`config.mk`:
```
export PLATFORM = sky130hd
export DESIGN_NAME = my_ps2_tx
export DESIGN_NICKNAME = d
export VERILOG_FILES = /design/src/rtl/my_ps2_tx.sv
export SDC_FILE = /design/constraint.sdc
export NUM_CORES = 1
export LEC_CHECK = 0
export BUFFER_PORTS_ARGS = -buffer_cell sky130_fd_sc_hd__buf_2
export CAP_MARGIN = 25
export CORE_MARGIN = 1
export CORE_UTILIZATION = 55
export DETAILED_ROUTE_END_ITERATION = 8
export PLACE_DENSITY = 0.77
export SYNTH_ARGS = -nofsm -noshare
export SYNTH_HDL_FRONTEND = slang
export SYNTH_SLANG_ARGS = --single-unit
```
`constraint.sdc`:
```
create_clock -name clk -period 2.4 [get_ports clk]
set_input_delay 0.72 -clock clk [delete_from_list [all_inputs] [get_ports clk]]
set_output_delay 0.72 -clock clk [all_outputs]
set_load 0.05 [all_outputs]
```
`src/rtl/my_ps2_tx.sv`:
```
// Host-to-device PS/2 command transmitter: inhibits the clock, issues request-to-send,
// shifts one byte plus odd parity and stop on device clock falling edges, then checks the ACK.
module my_ps2_tx #(
   parameter int INHIBIT_CYCLES = 5000,
   parameter int TIMEOUT_CYCLES = 1000000
) (
   input  logic       clk,
   input  logic       resetn,
   input  logic       tx_valid,
   input  logic [7:0] tx_data,
   output logic       tx_ready,
   input  logic       ps2_clk,
   input  logic       ps2_data,
   output logic       ps2_clk_oe,
   output logic       ps2_data_oe,
   output logic       done,
   output logic       err,
   output logic       timeout
);

   // state      | meaning
   // IDLE       | lines released, ready for a command
   // INHIBIT    | clock held low for INHIBIT_CYCLES
   // START      | clock and data both held low for one cycle
   // SEND       | clock released, data bits shifted out on device falling edges
   // ACK        | stop bit driven, device ACK sampled on next falling edge
   // WAIT_IDLE  | waiting for both lines to return high
   typedef enum logic [2:0] {
      ST_IDLE,
      ST_INHIBIT,
      ST_START,
      ST_SEND,
      ST_ACK,
      ST_WAIT_IDLE
   } state_t;

   localparam int IW = $clog2(INHIBIT_CYCLES + 1);
   localparam int TW = $clog2(TIMEOUT_CYCLES + 1);
   localparam logic [IW-1:0] INH_LOAD = IW'(INHIBIT_CYCLES - 1);
   localparam logic [TW-1:0] TO_LOAD  = TW'(TIMEOUT_CYCLES - 1);

   state_t        state_q;
   logic [2:0]    clk_sync_q;
   logic [1:0]    data_sync_q;
   logic [9:0]    frame_q;
   logic [3:0]    idx_q;
   logic [IW-1:0] inh_q;
   logic [TW-1:0] wd_q;
   logic          nack_q;
   logic          clk_oe_q;
   logic          data_oe_q;
   logic          ready_q;
   logic          done_q;
   logic          err_q;
   logic          to_q;

   logic fe;
   logic wd_active;
   logic wd_expired;

   assign fe         = clk_sync_q[2] & ~clk_sync_q[1];
   assign wd_active  = (state_q == ST_SEND) || (state_q == ST_ACK) || (state_q == ST_WAIT_IDLE);
   assign wd_expired = wd_active & ~fe & (wd_q == '0);

   always_ff @(posedge clk or negedge resetn) begin
      if (!resetn) begin
         state_q     <= ST_IDLE;
         clk_sync_q  <= 3'b111;
         data_sync_q <= 2'b11;
         frame_q     <= '0;
         idx_q       <= '0;
         inh_q       <= '0;
         wd_q        <= '0;
         nack_q      <= 1'b0;
         clk_oe_q    <= 1'b0;
         data_oe_q   <= 1'b0;
         ready_q     <= 1'b1;
         done_q      <= 1'b0;
         err_q       <= 1'b0;
         to_q        <= 1'b0;
      end else begin
         clk_sync_q  <= {clk_sync_q[1:0], ps2_clk};
         data_sync_q <= {data_sync_q[0], ps2_data};
         done_q      <= 1'b0;
         err_q       <= 1'b0;
         to_q        <= 1'b0;

         if (wd_active) begin
            wd_q <= fe ? TO_LOAD : wd_q - TW'(1);
         end

         // A watchdog abort overrides whatever the current state would do this cycle.
         if (wd_expired) begin
            clk_oe_q  <= 1'b0;
            data_oe_q <= 1'b0;
            done_q    <= 1'b1;
            err_q     <= 1'b1;
            to_q      <= 1'b1;
            ready_q   <= 1'b1;
            state_q   <= ST_IDLE;
         end else begin
            unique case (state_q)
               ST_IDLE: begin
                  if (tx_valid) begin
                     frame_q  <= {1'b1, ~^tx_data, tx_data};
                     inh_q    <= INH_LOAD;
                     clk_oe_q <= 1'b1;
                     ready_q  <= 1'b0;
                     state_q  <= ST_INHIBIT;
                  end
               end
               ST_INHIBIT: begin
                  if (inh_q == '0) begin
                     data_oe_q <= 1'b1;
                     state_q   <= ST_START;
                  end else begin
                     inh_q <= inh_q - IW'(1);
                  end
               end
               ST_START: begin
                  clk_oe_q <= 1'b0;
                  idx_q    <= '0;
                  wd_q     <= TO_LOAD;
                  state_q  <= ST_SEND;
               end
               ST_SEND: begin
                  if (fe) begin
                     data_oe_q <= ~frame_q[idx_q];
                     if (idx_q == 4'd9) begin
                        state_q <= ST_ACK;
                     end else begin
                        idx_q <= idx_q + 4'd1;
                     end
                  end
               end
               ST_ACK: begin
                  if (fe) begin
                     nack_q  <= data_sync_q[1];
                     state_q <= ST_WAIT_IDLE;
                  end
               end
               ST_WAIT_IDLE: begin
                  if (clk_sync_q[1] && data_sync_q[1]) begin
                     done_q  <= 1'b1;
                     err_q   <= nack_q;
                     ready_q <= 1'b1;
                     state_q <= ST_IDLE;
                  end
               end
               default: begin
                  clk_oe_q  <= 1'b0;
                  data_oe_q <= 1'b0;
                  ready_q   <= 1'b1;
                  state_q   <= ST_IDLE;
               end
            endcase
         end
      end
   end

   assign tx_ready    = ready_q;
   assign ps2_clk_oe  = clk_oe_q;
   assign ps2_data_oe = data_oe_q;
   assign done        = done_q;
   assign err         = err_q;
   assign timeout     = to_q;

endmodule

```
-- After elaboration in Yosys (flattened, before gate mapping)
Cells that the tools add are included.
- add/sub/neg operators: 3
- magnitude comparators: 1
- eq/ne operators: 19
- muxes and demuxes: 38
- bitwise operators: 7
- reduce and logical (&&, ||, !) cells: 20
- operators with widths (cell ; number):
    20-bit 2-to-1 mux ; 4
    13-bit 2-to-1 mux ; 2
    13-bit one-hot mux with 2 select lines ; 1
    3-bit 2-to-1 mux ; 7
    20-bit logical NOT ; 1
    20-bit by 1-bit subtractor with 20-bit output (second input constant) ; 1
    3-bit one-hot mux with 6 select lines ; 1
    1-bit 2-to-1 mux ; 16
    13-bit logical NOT ; 1
    13-bit by 1-bit subtractor with 13-bit output (second input constant) ; 1
    3-bit != test (second input constant) ; 4
    3-bit AND reduction ; 4
    4-bit OR reduction ; 3
    4-bit 2-to-1 mux ; 2
    2-bit != test (second input constant) ; 4
    4-bit one-hot mux with 2 select lines ; 1
    4-bit AND reduction ; 2
    8-bit XNOR reduction ; 1
    3-bit by 2-bit equality test with 1-bit output (second input constant) ; 2
    3-bit equality test (second input constant) ; 2
    2-bit by 1-bit != test with 1-bit output (second input constant) ; 3
    3-bit by 2-bit != test with 1-bit output (second input constant) ; 2
    1-bit one-hot mux with 3 select lines ; 2
    6-bit AND reduction ; 1
    other kinds (13) ; 20
- register bits: 62
- bits of input ports: 13
- output and inout port bits: 6
- word-level logic and storage cells: 102

-- Logic depth before layout (Yosys ltp)
- depth after elaboration: 7
- gate-level depth with buffers: 9
- depth with buffers taken out: 9

-- Least setup slack after synthesis
OpenSTA, ideal clock, no wires.
- kind: register to register
- from: register wd_q[15]
- to: register inh_q[0]
- library setup time: 0.125 ns
- arrival time: 2.348 ns
- required time: 2.275 ns
- path slack: -0.072 ns
- cell stages (with the launch flop): 8
- buffers on the path: 0
- clock period less this slack: 2.472 ns
- cells stage by stage: dfrtp_1 > or4_1 > or4_1 > or3_4 > clkinv_4 > a21o_4 > a31oi_1 > mux2_2
- cells in the longest elaborated chain, start to end: 4
- RTL lines (element ; RTL line ; text):
    start, declared ; 48 ; logic [TW-1:0] wd_q;
    start signal, assigned ; 89 ; wd_q <= fe ? TO_LOAD : wd_q - TW'(1);
    20-bit logical NOT ; 63 ; assign wd_expired = wd_active & ~fe & (wd_q == '0);
    1-bit AND ; 63 ;
    named net wd_expired ; 59 ; logic wd_expired;
    1-bit NOT (no source line) ; - ;
    4-bit AND reduction (no source line) ; - ;
    end signal, assigned ; 117 ; inh_q <= inh_q - IW'(1);
    end, declared ; 47 ; logic [IW-1:0] inh_q;
The timed path passes the listed nets, and every way through them passes these cells.
A chain may end at the register's enable or synchronous reset.

-- Worst setup path after layout
- from: register wd_q[10]
- to: register inh_q[12]
The elaborated chain is that of the path after synthesis.

==> results.cfg <==
[final_layout]
final_net_count = 431
stdcell_area_sq_mm = 0.00413
fin_cells = 493
insertedDiodeCount = 0
fillers = 462
final_common_cell = dfrtp_1
mostFrequentLayoutCells = dfrtp_1, nand2_1, buf_4
area_growth_pct = 21.7
seqCellArea_sq_mm = 0.00156
drive_above_1_share = 0.263
multi_input_comb_area_sq_mm = 0.00182

[logic_synthesis]
synth_edf_count = 0
avgSynthCellArea_sq_um = 9.52
syn-instance-count = 357
synthesis.nets = 375
ys_seq_area_frac = 0.459
async_flop_share = 1.00
synth_ff_type = dfrtp_1
synth_seq_cells = 62
synth_warnings = 0
ys_types = 60
syn_area_sq_mm = 0.00340

[placed_design]
post_dp_cell_area_sq_mm = 0.00379
hpwl_mm = 5.28
dp_cells = 473
portBuffers = 18
gp_congestion = 0.838

[drt]
drtIter0Drc = 325
wl_per_cell_microns = 16.4
vias = 2929
wl_mm = 8.08
route.detailed.drc = 0
drt_first_pass_iters = 5
ant_nets = 0
vias_per_cell = 5.94

[sta]
slew_viol_final = 0
skew_ns = 0.00399
finalSetupViolations = 9
fmax_mhz = 402
fin_crit_ns = 2.49
finalSetupTns_ns = -0.537
maxSlewHeadroom = 0.597
finalCritPeriodShare = 1.04
rsz0062_at_grt = yes
fin_hold_ws_ns = 0.358
tightest_slew_ns = 0.601
timing_hold_violations_final = 0
setup_ws_ns = -0.0900

[floorplan]
dieArea_sq_mm = 0.00649
std_cell_rows = 28
fp.dieW_microns = 80.6
start_util = 0.570
die_y_microns = 80.6
core_sq_mm = 0.00596
io-pin-count = 19

[grt]
grt_max_degree = 63
track_usage = 0.264
antenna_found_initial = 0
grt_pass1_wl_mm = 12.8
grt-ovfl-total = 0
grt_pass1_vias = 2765

[cts]
cts_sinks = 62
ctsRootBufferMaster = clkbuf_8
insertion_delay_ns = 0.35
cts-htree-levels = 3
cts_buffers = 9
clock_path_buffers = 2
clk_pin_slew_ns = 0.07
tritoncts = yes

[pwr]
seqPwrFrac = 0.333
switchingPower_mw = 1.93
irDropWorstVdd_mv = 0.683
swShare = 0.427
power_density_mw_per_mm2 = 1100
p_comb_frac = 0.479
clockPowerShare = 0.189
total_power_mw = 4.53
total_leakage_power_nw = 1.77
cellInternalPower_mw = 2.60

[worst_setup_path]
r2r_slack_ns = -0.09
r2r_cells = 8
crit_required_ns = 2.63
timing.rr.start = wd_q[10]
start_kind = register
cp.arrival_ns = 2.72
end_kind = register
cp_max_fo = 4
critPathKind = reg2reg
r2r-end = inh_q[12]

[status]
outcome = finished, violations left
violations = negative setup slack

[worst_hold_path]
hold_path.startpoint = data_sync_q[0]
hold_end = data_sync_q[1]
hold_path.class = reg2reg
min_path_cells = 0

[job]
maxCapViolCount = 0
==> cell type report <==
type,instances,area share
timing repair buffer,59,0.102
tap,75,0.0227
sequential,62,0.377
multi-input combinational,267,0.439
clock inverter,5,0.00817
inverter,14,0.0139
clock buffer,11,0.0366
==> worst max path at each step <==
stage               depth (start not counted)         to  slack, ns      from
floorplan                                   9   inh_q[0]      -0.05   wd_q[1]
global placement                            9   inh_q[0]      -0.04   wd_q[1]
detailed placement                          9   inh_q[0]      -0.12   wd_q[1]
finish                                      8  inh_q[12]      -0.09  wd_q[10]
global route                                8  inh_q[12]      -0.13  wd_q[10]
CTS                                         7  inh_q[11]      -0.05  wd_q[10]
==> timing repair <==
item / in CTS / in global routing
pin swaps: 2 / 6
hold buffers: 0 / 0
resized for setup: 7 / 13
setup buffers: 4 / 0
setup endpoints to repair: 10 / 15
==> power by group through the flow <==
stage	Clock, mW	Combinational (mW)	Sequential [mW]
global placement	0	1.76	1.50
finish	0.855	2.17	1.51
global route	0.910	2.36	1.53
detailed placement	0	1.82	1.51
CTS	0.867	1.96	1.50
floorplan	0	1.27	1.54
==> per-layer routing <==
metal	wire [microns]	share of wire	global-route usage
met5	0	0	0
met4	216	0.027	0.127
met3	449	0.056	0.0409
met2	3720	0.46	0.397
met1	3690	0.46	0.368
==> synthesized netlist by cell type (2+ instances only) <==
cell / instances / area share
a22o_1: 2 / 0.0052
nor2b_1: 5 / 0.0092
nor4_1: 3 / 0.0055
nand3_1: 9 / 0.013
clkbuf_8: 2 / 0.0081
o211ai_1: 3 / 0.0066
or4_4: 2 / 0.0066
and2_1: 7 / 0.013
dfstp_2: 6 / 0.046
or2b_2: 3 / 0.0077
mux2_2: 3 / 0.0099
ha_1: 5 / 0.018
or2_2: 2 / 0.0037
o31ai_1: 2 / 0.0044
clkbuf_1: 9 / 0.0099
and3_1: 3 / 0.0055
inv_1: 13 / 0.014
o311ai_2: 2 / 0.0096
a31oi_1: 8 / 0.015
a222oi_1: 2 / 0.0059
or3_1: 3 / 0.0055
o21ai_0: 18 / 0.027
o21a_1: 2 / 0.0044
a21oi_1: 10 / 0.015
or4_1: 7 / 0.015
nor2_1: 32 / 0.035
nand2b_1: 7 / 0.013
a32oi_1: 2 / 0.0052
dfrtp_1: 56 / 0.41
xnor2_1: 16 / 0.041
mux2i_1: 14 / 0.041
nand2_1: 55 / 0.061
xor2_1: 6 / 0.015
nor3_1: 11 / 0.016
nand3b_1: 2 / 0.0044
==> cell families (layout without fill, tap and decap cells) <==
family	after synthesis	in the layout	share of synthesized area
AOI/OAI and AO/OA	66	66	0.138
xor gates and xnor gates	22	22	0.0567
DFF	62	62	0.459
buffers and inverters	28	89	0.0420
and+or+nand+nor	156	156	0.228
adders and majority gates	5	5	0.0184
muxes	18	18	0.0578
==> flip-flops by register name, indices dropped and copies added, names as in the netlist, 2 cells and up <==
| signal | count |
|---|---|
| clk_sync_q | 3 |
| data_sync_q | 2 |
| frame_q | 10 |
| idx_q | 4 |
| inh_q | 13 |
| state_q | 3 |
| wd_q | 20 |
==> critical path, cell delays in order, from the launching register on <==
cell      delay [ns]
dfrtp_1         0.38
or4_4           0.54
or4_4           0.44
or3_4           0.41
clkinv_4        0.08
a21o_4          0.13
buf_8           0.15
a31oi_4         0.11
mux2i_1         0.14
==> stage by stage <==
step	util	worst slack, ns
6_report	0.694	-0.0900
5_1_grt	0.694	-0.133
4_1_cts	0.679	-0.0485
3_5_place_dp	0.637	-0.125
3_3_place_gp	0.637	-0.0448
2_1_floorplan	-	-0.0466
Note: power is estimated with default switching activity, not from simulation.
